$ cat src/rtl/membus_arbiter_pkg.sv
// membus_arbiter_pkg
//   Bus request/response types shared by the core and the memory-port
//   arbiter, plus the arbiter's state and grant encodings.
package membus_arbiter_pkg;

  localparam logic [2:0] MSIZE1 = 3'd0;
  localparam logic [2:0] MSIZE2 = 3'd1;
  localparam logic [2:0] MSIZE4 = 3'd2;

  typedef struct packed {
    logic        valid;
    logic [31:0] addr;
  } ibus_req_t;

  typedef struct packed {
    logic        addr_ok;
    logic        data_ok;
    logic [31:0] data;
  } ibus_resp_t;

  typedef struct packed {
    logic        valid;
    logic [31:0] addr;
    logic [2:0]  size;
    logic [3:0]  strobe;
    logic [31:0] data;
  } dbus_req_t;

  typedef struct packed {
    logic        addr_ok;
    logic        data_ok;
    logic [31:0] data;
  } dbus_resp_t;

  // Request fields captured at grant time and replayed on the shared port.
  typedef struct packed {
    logic [31:0] addr;
    logic [2:0]  size;
    logic [3:0]  strobe;
    logic [31:0] wdata;
  } mreq_t;

  typedef enum logic [1:0] {IDLE, REQ, WAIT} arb_state_t;
  typedef enum logic {GNT_I, GNT_D} arb_grant_t;

endpackage

$ cat src/rtl/membus_arbiter.sv
// membus_arbiter
//   Shares one single-beat memory port between the instruction bus and the
//   data bus. One transaction in flight at a time; ties alternate.
// Ports
//   clk, resetn          clock; resetn is asynchronous and active-high
//   ireq / iresp         instruction bus request / response
//   dreq / dresp         data bus request / response (write iff strobe != 0)
//   m_valid .. m_wdata   shared-port request
//   m_addr_ok, m_data_ok, m_rdata   shared-port handshakes and read data
module membus_arbiter
  import membus_arbiter_pkg::*;
(
  input  logic        clk,
  input  logic        resetn,
  input  ibus_req_t   ireq,
  output ibus_resp_t  iresp,
  input  dbus_req_t   dreq,
  output dbus_resp_t  dresp,
  output logic        m_valid,
  output logic [31:0] m_addr,
  output logic [2:0]  m_size,
  output logic [3:0]  m_strobe,
  output logic [31:0] m_wdata,
  input  logic        m_addr_ok,
  input  logic        m_data_ok,
  input  logic [31:0] m_rdata
);

  arb_state_t state;
  arb_grant_t grant;
  arb_grant_t last;
  mreq_t      held;

  arb_grant_t winner;
  logic       anyValid;
  logic       addrOk;
  logic       dataOk;

  assign anyValid = ireq.valid | dreq.valid;

  always_comb begin
    winner = GNT_I;
    if (ireq.valid && dreq.valid)
      winner = (last == GNT_I) ? GNT_D : GNT_I;
    else if (dreq.valid)
      winner = GNT_D;
  end

  always_ff @(posedge clk or posedge resetn) begin
    if (resetn) begin
      state <= IDLE;
      grant <= GNT_I;
      last  <= GNT_I;
      held  <= '0;
    end else begin
      case (state)
        IDLE: begin
          if (anyValid) begin
            grant <= winner;
            last  <= winner;
            if (winner == GNT_D)
              held <= '{addr: dreq.addr, size: dreq.size,
                        strobe: dreq.strobe, wdata: dreq.data};
            else
              held <= '{addr: ireq.addr, size: MSIZE4,
                        strobe: '0, wdata: '0};
            state <= REQ;
          end
        end
        REQ: begin
          if (m_addr_ok)
            state <= m_data_ok ? IDLE : WAIT;
        end
        WAIT: begin
          if (m_data_ok)
            state <= IDLE;
        end
        default: state <= IDLE;
      endcase
    end
  end

  assign m_valid  = (state == REQ);
  assign m_addr   = held.addr;
  assign m_size   = held.size;
  assign m_strobe = held.strobe;
  assign m_wdata  = held.wdata;

  // Responses are forced silent while reset is held, since IDLE with a
  // valid request would otherwise pulse addr_ok during reset.
  assign addrOk = !resetn && (state == IDLE) && anyValid;
  assign dataOk = !resetn && (((state == REQ) && m_addr_ok && m_data_ok) ||
                              ((state == WAIT) && m_data_ok));

  always_comb begin
    iresp = '0;
    dresp = '0;
    if (addrOk) begin
      if (winner == GNT_D) dresp.addr_ok = 1'b1;
      else                 iresp.addr_ok = 1'b1;
    end
    if (dataOk) begin
      if (grant == GNT_D) begin
        dresp.data_ok = 1'b1;
        dresp.data    = m_rdata;
      end else begin
        iresp.data_ok = 1'b1;
        iresp.data    = m_rdata;
      end
    end
  end

endmodule
$ cat config.mk
export PLATFORM = sky130hd
export DESIGN_NAME = membus_arbiter
export DESIGN_NICKNAME = d
export VERILOG_FILES = /design/src/rtl/membus_arbiter_pkg.sv /design/src/rtl/membus_arbiter.sv
export SDC_FILE = /design/constraint.sdc
export NUM_CORES = 1
export LEC_CHECK = 0
export BUFFER_PORTS_ARGS = -buffer_cell sky130_fd_sc_hd__buf_4
export CAP_MARGIN = 10
export CORE_AREA = 2 2 108 110
export DETAILED_ROUTE_END_ITERATION = 16
export DIE_AREA = 0 0 110 112
export PLACE_DENSITY = 0.69
export SYNTH_ARGS = -nofsm -noshare
export SYNTH_HDL_FRONTEND = slang
export SYNTH_SLANG_ARGS = --single-unit
export TNS_END_PERCENT = 5
$ cat constraint.sdc
create_clock -name clk -period 5.7 [get_ports clk]
set_input_delay 0 -clock clk [delete_from_list [all_inputs] [get_ports clk]]
set_output_delay 0 -clock clk [all_outputs]
set_load 0.1 [all_outputs]
Word-level counts from Yosys, hierarchy flattened
Index checks and enable logic that the tools add are counted.
{ "word_totals": {"ff_bits": 74, "latchBits": 0, "ram_bits": 0, "romBits": 0, "elab_cells": 41, "mem_count": 0} }
{ "classes": {"addsub": 0, "n_mul": 0, "n_div": 0, "n_lt_le_gt_ge": 0, "eq_ne": 5, "shift": 0, "muxes": 17, "bitwise": 1, "n_reduce_logical": 12} }
{ "ops": {"columns": ["operator", "n"], "rows": [
  ["$mux 33", 4],
  ["$mux 71", 1],
  ["$mux 2", 4],
  ["$logic_and 1x1->1", 7],
  ["$mux 1", 7],
  ["$pmux 2 s3", 1],
  ["$ne 2x2->1 const B", 2],
  ["$reduce_and 3->1", 1],
  ["$eq 2x1->1 const B", 1],
  ["$eq 2x2->1 const B", 1],
  ["$logic_not 2->1", 1],
  ["$ne 2x1->1 const B", 1],
  ["$reduce_and 2->1", 1],
  ["$logic_not 1->1", 1],
  ["$logic_or 1x1->1", 1],
  ["$or 1x1->1", 1]
]} }

Longest topological paths before layout
{ "logic_depth": {"ltp_word": 6, "depth_mapped": 6} }

Worst setup path after synthesis
No wires, ideal clock.
{ "synth_timing": {"kind": "reg-to-output", "start": "register state[0]", "end": "output port iresp[23] in the netlist's numbering", "arrival_time_ps": 2272, "t_required_ps": 5700, "slack_ps": 3428, "stages_incl_launch_ff": 5, "cell_sequence": "dfrtp_1 nand2b_1 a211oi_2 buf_2 and2_1"} }
{ "synth_rtl": {"columns": ["element", "line", "source"], "rows": [
  ["from (decl)", "membus_arbiter.sv:29", "arb_state_t state;"],
  ["from (signal assigned)", "membus_arbiter.sv:72", "state <= m_data_ok ? IDLE : WAIT;"],
  ["to (decl)", "membus_arbiter.sv:16", "output ibus_resp_t iresp,"]
]} }

Worst setup path in the final report
{ "layout_timing": {"start": "register last", "end": "register held (netlist bit m_addr[8])"} }
{ "layout_via": {"elab_chain_len": 3} }
{ "layout_lines": {"columns": ["element", "line", "source"], "rows": [
  ["from (decl)", "membus_arbiter.sv:31", "arb_grant_t last;"],
  ["from (signal assigned)", "membus_arbiter.sv:60", "last <= winner;"],
  ["$mux 1", "membus_arbiter.sv:44", "winner = (last == GNT_I) ? GNT_D : GNT_I;"],
  ["$mux 1", "membus_arbiter.sv:43", "if (ireq.valid && dreq.valid)"],
  ["$mux 71", "membus_arbiter.sv:61", "if (winner == GNT_D)"],
  ["to (signal assigned)", "membus_arbiter.sv:62", "held <= '{addr: dreq.addr, size: dreq.size,"],
  ["to (signal assigned)", "membus_arbiter.sv:65", "held <= '{addr: ireq.addr, size: MSIZE4,"],
  ["to (decl)", "membus_arbiter.sv:32", "mreq_t held;"]
]} }
No other way between the ends.
A chain may end at the register's enable or synchronous reset.

==> results.yml <==
status:
  status: "complete, but fails checks"
  violations: "negative hold slack"
finish:
  multi_input_area_um2: 1450
  syn_to_final_growth_pct: 98.3
  final_net_count: 809
  num_antenna_cells: 0
  post_route_cells_drive_above_1_share_pct: 45.9
  fillers: 886
  seq_area_um2: 1850
synth:
  synth_most_common_cell: "dfrtp_1"
  ys_top_cells_by_count: "dfrtp_1 (74), a22o_1 (38), and3_1 (34), and2_1 (33), o21a_1 (33)"
  ys_seq_elements: 74
  syn_area_per_cell_um2: 11.8
  synth_area_leaders: "dfrtp_1 (53%), a22o_1 (9.4%), a221o_1 (9.1%)"
  syn_inst: 299
  ys_seq_area_share_pct: 52.5
  yosysWarningCount: 0
  synth_nets: 440
  synth_edf_count: 0
  yosysTopAreaCellShare_pct: 52.5
  yosysTopAreaCell: "dfrtp_1"
  async_reset_ff_share_pct: 100
  synth_cell_types: 24
  synthFlopType: "dfrtp_1"
  syn_area_um2: 3530
floorplanning:
  start_util_pct: 31.6
  ios: 281
  placementRows: 39
  die_y_um: 112
  dieArea_um2: 12300
  die_w_um: 110
  core_area_um2: 11200
sta:
  tightest_slew_ns: 1.23
  finalSetupTns_ns: 0
  rsz0062_at_grt: "false"
  slew_viol_final: 0
  setup_viol_count_final: 0
  hold_ws_ns: -0.00654
  hold_violations: 4
  fmax_ghz: 0.326
  layout_min_cycle_time_ns: 3.06
  period_share_pct: 53.8
  clock_skew_ns: 0.00777
  slew_headroom_pct: 18.3
setup_path:
  path_class: "register to register"
  r2r_slack_ns: 2.64
  worstPathMaxFanout: 37
  end_kind: "register"
  worstPathArrival_ns: 3.32
  reg2reg_to: "m_addr[8]"
  start_kind: "register"
  critPathRequiredTime_ns: 5.96
  r2r_cells: 4
  rr_startpoint: "last"
clock_tree:
  cts_tree: "done"
  htreeDepth: 3
  clk_pin_slew_worst_paths_ns: 0.07
  cts_buffers: 9
  root_buffer: "clkbuf_16"
  clk_latency_ns: 0.33
  clk_path_buf_depth: 2
  clock-sinks: 74
  cts-resized-gates: 0
routing:
  vias: 4009
  dr.pass1.iters: 6
  drt-wirelength-per-cell_um: 16.8
  via_per_inst: 4.91
  final_antenna_net_count: 0
  finalWirelength_um: 13700
  initialDrtViolationCount: 285
  drc: 0
worst_hold_path:
  hp-class: "input pin to asynchronous set/reset pin"
grt:
  overflow: 0
  grt_pass1_wl_um: 20700
  grt_max_degree: 75
  antenna_found_initial: 0
  track_usage_pct: 21.1
  grt_pass1_vias: 4118
place:
  portBuffers: 280
  dp_hpwl_um: 8740
  gp_congestion: 0.859
run:
  cap_violations: 0
## metrics by stage
step | instance area [µm²] | hold slack [ns] | utilization (%) | worst slack (ns) | std cells
global route | 7000 | 0.0428 | 62.6 | 2.46 | 816
CTS | 6970 | 0.0225 | 62.4 | 2.67 | 815
detailed placement | 5620 | 0.169 | 50.3 | 3.23 | 694
finish | 7000 | -0.00654 | 62.6 | 2.64 | 816
floorplan | 3530 | 0.0631 | - | 3.43 | 299
global placement | 5620 | 0.165 | 50.3 | 3.32 | 694
## timing repair
item                      CTS  global route
hold endpoints to repair   73             0
buffers inserted            0             0
hold buffers              105             0
## placed cells by master, fill, tap and decap left out, drive strengths merged, types with 2 or more instances in the layout
master,instances
nand3,2
inv,7
and3,34
nand2b,4
a221o,32
a21oi,2
o21a,33
nor2,5
dfrtp,74
dlygate4sd3,105
and2,33
a22o,38
o21ai,2
clkbuf,9
buf,286
## layer usage
metal  track usage, %  vias up  wire, µm  part of all wire, %
met1             28.2     1941      5720                   42
li1                 -     1863         -                    -
met2             34.8      185      6850                   50
met5                0        -         0                    0
met3             4.27       20       948                  6.9
met4             5.23        0       191                  1.4
## cell families (layout without fill, tap and decap cells)
group | Yosys count | in the layout | synth area share (%)
buffers and inverters | 35 | 409 | 6.70
AND/OR/NAND/NOR | 81 | 81 | 14.0
flip-flops | 74 | 74 | 52.5
AO/OA/AOI/OAI | 109 | 109 | 26.8
## final cells by class
class | count | area share, %
Timing Repair Buffer | 391 | 46.0
Sequential cell | 74 | 26.5
Multi-Input combinational cell | 190 | 20.7
Clock buffer | 9 | 3.22
Tap cell | 143 | 2.56
Clock inverter | 7 | 0.966
Inverter | 2 | 0.107
## state kept, by name, indices dropped and copies added, names as in the netlist
name	cells
m_wdata	32
m_size	3
m_strobe	4
m_addr	32
state	2
last	1
## critical path, stage by stage (launching register included)
cell           delay, ns
dfrtp_1             0.93
nand2b_1            0.22
and3_1              0.98
a221o_1             0.29
dlygate4sd3_1       0.56
## how the worst max path moves through the flow
stage               startpoint    endpoint  slack [ns]
floorplan             state[0]   iresp[23]        3.43
global placement          last   m_addr[3]        3.32
detailed placement        last   m_addr[6]        3.23
CTS                       last  m_addr[21]        2.67
global route              last  m_addr[15]        2.46
finish                    last   m_addr[8]        2.64
Power is not shown: default switching activity piles up to over one toggle a cycle in this logic, so the estimate is an artifact.
